### src/rtl/gan_stream_pkg.sv
// Shared types and defaults for the generator-datapath stream bridges.
package gan_stream_pkg;

  typedef enum logic [1:0] {
    OCC_EMPTY = 2'd0,
    OCC_ONE   = 2'd1,
    OCC_TWO   = 2'd2
  } occ_e;

  localparam int DEF_DATA_WIDTH  = 16;
  localparam int DEF_FRAME_LEN   = 169;
  localparam int STALL_CNT_WIDTH = 32;

endpackage

### src/rtl/stream_skid_buf2.sv
// Two-entry in-order queue; the head slot is a register so m_data never sees fifo_rd_data combinationally.
module stream_skid_buf2
  import gan_stream_pkg::*;
#(
  parameter int DATA_WIDTH = DEF_DATA_WIDTH
) (
  input  logic                  clk,
  input  logic                  rst,
  input  logic                  clr,
  input  logic                  push,
  input  logic [DATA_WIDTH-1:0] push_data,
  input  logic                  pop,
  output logic [1:0]            occ,
  output logic [DATA_WIDTH-1:0] head_data,
  output logic                  valid
);

  occ_e                  occ_r, occ_nxt_s;
  logic [DATA_WIDTH-1:0] slot0_r, slot1_r, slot0_nxt_s, slot1_nxt_s;

  // Next queue contents; pop is only ever asserted while the queue is non-empty.
  always_comb begin
    occ_nxt_s   = occ_r;
    slot0_nxt_s = slot0_r;
    slot1_nxt_s = slot1_r;
    case (occ_r)
      OCC_EMPTY: begin
        if (push) begin
          slot0_nxt_s = push_data;
          occ_nxt_s   = OCC_ONE;
        end else begin
          occ_nxt_s = OCC_EMPTY;
        end
      end
      OCC_ONE: begin
        if (push && pop) begin
          slot0_nxt_s = push_data;
        end else if (push) begin
          slot1_nxt_s = push_data;
          occ_nxt_s   = OCC_TWO;
        end else if (pop) begin
          occ_nxt_s = OCC_EMPTY;
        end else begin
          occ_nxt_s = OCC_ONE;
        end
      end
      OCC_TWO: begin
        if (pop) begin
          slot0_nxt_s = slot1_r;
          if (push) begin
            slot1_nxt_s = push_data;
          end else begin
            occ_nxt_s = OCC_ONE;
          end
        end else begin
          occ_nxt_s = OCC_TWO;
        end
      end
      default: occ_nxt_s = OCC_EMPTY;
    endcase
  end

  // Queue state register; clr empties the queue but leaves the stale head data in place.
  always_ff @(posedge clk) begin
    if (rst) begin
      occ_r   <= OCC_EMPTY;
      slot0_r <= {DATA_WIDTH{1'b0}};
      slot1_r <= {DATA_WIDTH{1'b0}};
    end else if (clr) begin
      occ_r <= OCC_EMPTY;
    end else begin
      occ_r   <= occ_nxt_s;
      slot0_r <= slot0_nxt_s;
      slot1_r <= slot1_nxt_s;
    end
  end

  assign occ       = occ_r;
  assign head_data = slot0_r;
  assign valid     = (occ_r != OCC_EMPTY);

  stream_skid_buf2_chk u_chk (
    .clk  (clk),
    .rst  (rst),
    .clr  (clr),
    .push (push),
    .pop  (pop),
    .occ  (occ)
  );

endmodule

### src/rtl/stream_skid_buf2_chk.sv
// Property checker for the 2-entry skid queue: never push into a full queue without a pop.
module stream_skid_buf2_chk
  import gan_stream_pkg::*;
(
  input logic       clk,
  input logic       rst,
  input logic       clr,
  input logic       push,
  input logic       pop,
  input logic [1:0] occ
);

  no_push_into_full_a : assert property (
    @(posedge clk) disable iff (rst || clr) !(push && !pop && (occ == OCC_TWO))
  );

endmodule

### src/rtl/fifo_stream_reader.sv
// FIFO read front end: read credits, in-flight tracking, frame delimiting and optional stall
// statistics (enabled by defining FIFO_STREAM_READER_STATS_EN).
module fifo_stream_reader
  import gan_stream_pkg::*;
#(
  parameter int DATA_WIDTH = DEF_DATA_WIDTH,
  parameter int FRAME_LEN  = DEF_FRAME_LEN,
  parameter int CNT_WIDTH  = 16
) (
  input  logic                       clk,
  input  logic                       rst,
  input  logic                       flush,
  input  logic                       fifo_empty,
  output logic                       fifo_rd_en,
  input  logic [DATA_WIDTH-1:0]      fifo_rd_data,
  output logic                       m_valid,
  input  logic                       m_ready,
  output logic [DATA_WIDTH-1:0]      m_data,
  output logic                       m_last,
  output logic                       frame_done,
  output logic [STALL_CNT_WIDTH-1:0] stall_cnt
);

  localparam logic [CNT_WIDTH-1:0] LAST_IDX = CNT_WIDTH'(FRAME_LEN - 1);

  logic                 inflight_r;
  logic                 pop_s;
  logic                 push_s;
  logic                 rd_en_s;
  logic [1:0]           occ_s;
  logic [2:0]           credit_s;
  logic                 last_beat_s;
  logic [CNT_WIDTH-1:0] beat_cnt_r;
  logic                 frame_done_r;

  assign pop_s       = m_valid & m_ready;
  assign push_s      = inflight_r & ~flush;
  assign last_beat_s = (beat_cnt_r == LAST_IDX);

  // Issue a read only when queue plus in-flight word, after this cycle's pop, leaves a free slot.
  always_comb begin
    credit_s = {1'b0, occ_s} + {2'b00, inflight_r} - {2'b00, pop_s};
    if (rst || flush || fifo_empty) begin
      rd_en_s = 1'b0;
    end else begin
      rd_en_s = (credit_s < 3'd2);
    end
  end

  assign fifo_rd_en = rd_en_s;

  // Tracks the read issued last cycle, whose data lands now.
  always_ff @(posedge clk) begin
    if (rst || flush) begin
      inflight_r <= 1'b0;
    end else begin
      inflight_r <= rd_en_s;
    end
  end

  stream_skid_buf2 #(
    .DATA_WIDTH (DATA_WIDTH)
  ) u_buf (
    .clk       (clk),
    .rst       (rst),
    .clr       (flush),
    .push      (push_s),
    .push_data (fifo_rd_data),
    .pop       (pop_s),
    .occ       (occ_s),
    .head_data (m_data),
    .valid     (m_valid)
  );

  // Beat position within the frame and the end-of-frame pulse.
  always_ff @(posedge clk) begin
    if (rst || flush) begin
      beat_cnt_r   <= {CNT_WIDTH{1'b0}};
      frame_done_r <= 1'b0;
    end else begin
      frame_done_r <= pop_s & last_beat_s;
      if (pop_s) begin
        beat_cnt_r <= last_beat_s ? {CNT_WIDTH{1'b0}} : beat_cnt_r + {{(CNT_WIDTH-1){1'b0}}, 1'b1};
      end else begin
        beat_cnt_r <= beat_cnt_r;
      end
    end
  end

  assign m_last     = m_valid & last_beat_s;
  assign frame_done = frame_done_r;

`ifdef FIFO_STREAM_READER_STATS_EN
  logic [STALL_CNT_WIDTH-1:0] stall_cnt_r;

  // Saturating count of cycles the downstream holds off a valid beat.
  always_ff @(posedge clk) begin
    if (rst || flush) begin
      stall_cnt_r <= {STALL_CNT_WIDTH{1'b0}};
    end else if (m_valid && !m_ready && (stall_cnt_r != {STALL_CNT_WIDTH{1'b1}})) begin
      stall_cnt_r <= stall_cnt_r + {{(STALL_CNT_WIDTH-1){1'b0}}, 1'b1};
    end else begin
      stall_cnt_r <= stall_cnt_r;
    end
  end

  assign stall_cnt = stall_cnt_r;
`else
  assign stall_cnt = {STALL_CNT_WIDTH{1'b0}};
`endif

endmodule
### config.mk
export PLATFORM = sky130hd
export DESIGN_NAME = fifo_stream_reader
export DESIGN_NICKNAME = d
export VERILOG_FILES = /design/src/rtl/gan_stream_pkg.sv /design/src/rtl/stream_skid_buf2.sv /design/src/rtl/stream_skid_buf2_chk.sv /design/src/rtl/fifo_stream_reader.sv
export SDC_FILE = /design/constraint.sdc
export NUM_CORES = 1
export LEC_CHECK = 0
export CAP_MARGIN = 20
export CORE_ASPECT_RATIO = 0.9
export CORE_UTILIZATION = 52
export DETAILED_ROUTE_END_ITERATION = 10
export PLACE_DENSITY = 0.95
export SLEW_MARGIN = 20
export SYNTH_ARGS = -nofsm -noshare
export SYNTH_HDL_FRONTEND = slang
export SYNTH_SLANG_ARGS = --single-unit
### constraint.sdc
create_clock -name clk -period 4.77 [get_ports clk]
set_input_delay 0.477 -clock clk [delete_from_list [all_inputs] [get_ports clk]]
set_output_delay 0.477 -clock clk [all_outputs]
set_load 0.05 [all_outputs]
==> results_dict.tcl <==
set metrics [dict create \
    status "finished clean" \
    critPathBufInv 2 \
    crit_required_ns 4.29 \
    nets 340 \
    combPwrFrac_pct 18.1 \
    clkTransAtPathRegs_ns 0.10 \
    swShare_pct 31.56 \
    switching_power_mw 0.2706 \
    cp-end-kind "output port" \
    p_clk_share_pct 29.8 \
    r2r-end "beat_cnt_r[5]$_SDFFE_PP0P_" \
    yosys.area.top_type "dfxtp_1" \
    cpPeakStageDelay_ns 0.87 \
    crit_path_frequent_cell "clkdlybuf4s50_1" \
    grt_overflow_total 0 \
    drc 0 \
    final_layout_size_suffix_gt1_share_pct 5.363 \
    yosys.cell_types.count 41 \
    critPathLaunchType "primary input" \
    holdBufCountCts 0 \
    dp_slack_ns 0.9959 \
    postSynthCellCount 286 \
    ir_drop_uv 228.5 \
    yosys_warnings 0 \
    boundaryPins 73 \
    timing.fmax_ghz 0.2666 \
    crit_path_cell_trace "clkdlybuf4s50_1 -> nand3b_1 -> a21oi_1 -> fa_1 -> nor4_1 -> clkdlybuf4s50_1" \
    htree_levels 2 \
    syn-cell-area_mm2 0.002630 \
    fillers 390 \
    synth_edf_count 0 \
    seqPwrFrac_pct 52.1 \
    hp-class "reg2reg" \
    synth_common_cells "dfxtp_1, buf_4, mux2i_1, nor2_1, a21oi_1" \
    worst_slack_ns 1.019 \
    finalSetupViolations 0 \
    hold_viol 0 \
    totalWireLength_mm 5.473 \
    syn2layout_area_growth_pct 14.80 \
    antenna_found_initial 0 \
    rr_startpoint "beat_cnt_r[7]$_SDFFE_PP0P_" \
    ant_nets 0 \
    cts_resized 0 \
    vias_per_cell 5.445 \
    vias 2080 \
    cts_made_buffers 5 \
    die_area_mm2 0.005347 \
    cp_slowest_cell "clkdlybuf4s50_1" \
    critPathCapture "fifo_rd_en" \
    min_period_ns 3.751 \
    grt_pass1_vias 1921 \
    ys_seq_area_share_pct 39.58 \
    synth.most_common_cell "dfxtp_1" \
    postSynthAreaPerCell_um2 9.196 \
    n_antenna_cell 0 \
    portBuffers 40 \
    fp.dieH_um 69.47 \
    ys_async_sr_fraction_pct 0 \
    drv_cap 0 \
    power_leakage_nw 1.248 \
    post_drt_wl_per_cell_um 14.33 \
    cp-startpoint "m_ready" \
    core_area_mm2 0.004865 \
    firstDrtPassIters 4 \
    fin_crit_sh_pct 78.65 \
    row_count 24 \
    die_width_um 76.97 \
    initial_core_util_pct 54.06 \
    synthTopCellsByArea "dfxtp_1, mux2i_1, buf_4" \
    hpwl_mm 3.707 \
    post-cts-setup-buffer-count 0 \
    rrSetupSlack_ns 2.65 \
    worstMarginPinSlew_ns 1.015 \
    cts_root_buf "clkbuf_8" \
    finalSetupTns_ns 0 \
    path_class "in2out" \
    slew_violations 0 \
    synth-seq-cells 52 \
    relSlewSlack_pct 32.20 \
    clk_latency_ns 0.31 \
    dr.first_iter.drc_count 156 \
    arrival_ns 3.27 \
    track_usage_pct 21.57 \
    path_depth 6 \
    ff2ff_path_depth 4 \
    synth_flop_cell "dfxtp_1" \
    clock-sinks 52 \
    cts_tree "built" \
    grt_max_degree 34 \
    grt_setup_unrepaired "no" \
    finClkSkew_ns 0.01279 \
    grt_pass1_wl_mm 9.032 \
    clockBufferDepth 2 \
    internal_power_mw 0.5867 \
    hold_depth 2 \
    crit_fanout 10 \
    synth.top_cell.area_share_pct 39.58 \
    path_delay_family "buffers and inverters" \
    gp_congestion 0.8791 \
    powerDensity_mw_per_mm2 283.9 \
]
## cell usage in the layout, fill, tap and decap left out, types with 2 or more instances in the layout
| cell | netlist | layout |
|---|---|---|
| dfxtp_1 | 52 | 52 |
| clkdlybuf4s50_1 | 0 | 40 |
| mux2i_1 | 34 | 34 |
| conb_1 | 1 | 32 |
| nor2_1 | 31 | 31 |
| a21oi_1 | 23 | 23 |
| a311oi_1 | 16 | 16 |
| xnor2_1 | 10 | 10 |
| nand2_1 | 9 | 9 |
| inv_1 | 7 | 7 |
| nor4_1 | 7 | 7 |
| nor3_1 | 6 | 6 |
| clkbuf_8 | 0 | 5 |
| nand3_1 | 4 | 4 |
| or2_2 | 3 | 3 |
| nand4_1 | 3 | 3 |
| nor2b_1 | 3 | 3 |
| o21ai_0 | 2 | 2 |
| or3_1 | 2 | 2 |
| xor2_1 | 2 | 2 |
| ha_1 | 2 | 2 |
| buf_4 | 35 | 2 |
## worst min-delay path: stages, from the launching register on
cell     delay (ns)
dfxtp_1        0.34
o31ai_1        0.07
a21oi_1        0.06
## worst min path at each step
stage | slack [ns] | end | startpoint
finish | 0.51 | beat_cnt_r[15]$_SDFFE_PP0P_ | beat_cnt_r[15]$_SDFFE_PP0P_
global route | 0.54 | beat_cnt_r[15]$_SDFFE_PP0P_ | beat_cnt_r[15]$_SDFFE_PP0P_
CTS | 0.51 | beat_cnt_r[1]$_SDFFE_PP0P_ | beat_cnt_r[1]$_SDFFE_PP0P_
detailed placement | 0.49 | u_buf.slot1_r[5]$_SDFFE_PP0P_ | u_buf.slot1_r[5]$_SDFFE_PP0P_
global placement | 0.47 | beat_cnt_r[0]$_SDFFE_PP0P_ | beat_cnt_r[0]$_SDFFE_PP0P_
floorplan | 0.45 | beat_cnt_r[15]$_SDFFE_PP0P_ | beat_cnt_r[15]$_SDFFE_PP0P_
## stage by stage
stage	hold slack, ns	cells	total power, mW	util [%]	cell area [um2]
finish	0.5087	382	0.8573	62.06	3019
floorplan	0.4520	317	0.5899	-	2746
CTS	0.5075	382	0.8552	62.01	3017
global placement	0.4698	374	0.6074	59.93	2915
global route	0.5355	382	0.8823	62.06	3019
detailed placement	0.4909	374	0.6104	60.19	2928
## cells by family after synthesis
logic type | count (synthesis) | synth area share, %
AOI/OAI and AO/OA | 50 | 13.04
muxes | 34 | 12.94
other | 1 | 0.1426
and+or+nand+nor | 77 | 14.89
adders and majority gates | 3 | 1.713
DFF | 52 | 39.58
buffers and inverters | 57 | 13.70
xor gates and xnor gates | 12 | 3.996
## final cells by class
type                       count  area [um2]  share of cell area [%]
sequential                    52        1041                   34.48
inverter                       7       26.28                  0.8703
multi-input combinational    208        1366                   45.25
clock buffer                   6       72.57                   2.404
timing repair buffer          42       415.4                   13.76
clock inverter                 2       16.27                  0.5387
tap                           65       81.33                   2.694
## power groups by stage
stage | registers, mW | logic, mW | clock network [mW]
global placement | 0.456 | 0.151 | 0
finish | 0.447 | 0.155 | 0.255
floorplan | 0.479 | 0.111 | 0
CTS | 0.447 | 0.155 | 0.254
global route | 0.448 | 0.163 | 0.272
detailed placement | 0.456 | 0.154 | 0
## registers in the layout, summed over array words and instances, names as in the netlist
register and count:
beat_cnt_r 16, u_buf.head_data 16, u_buf.slot1_r 16, u_buf.occ 2, frame_done 1, inflight_r 1
## routing by layer
layer	up-vias	track usage [%]	share of wire [%]
li1	1011	-	-
met5	-	0	0
met1	986	25.48	43
met4	0	9.188	1.9
met3	10	3.684	3.6
met2	73	38.29	51
No activity file was read; power rests on OpenSTA's default activity.
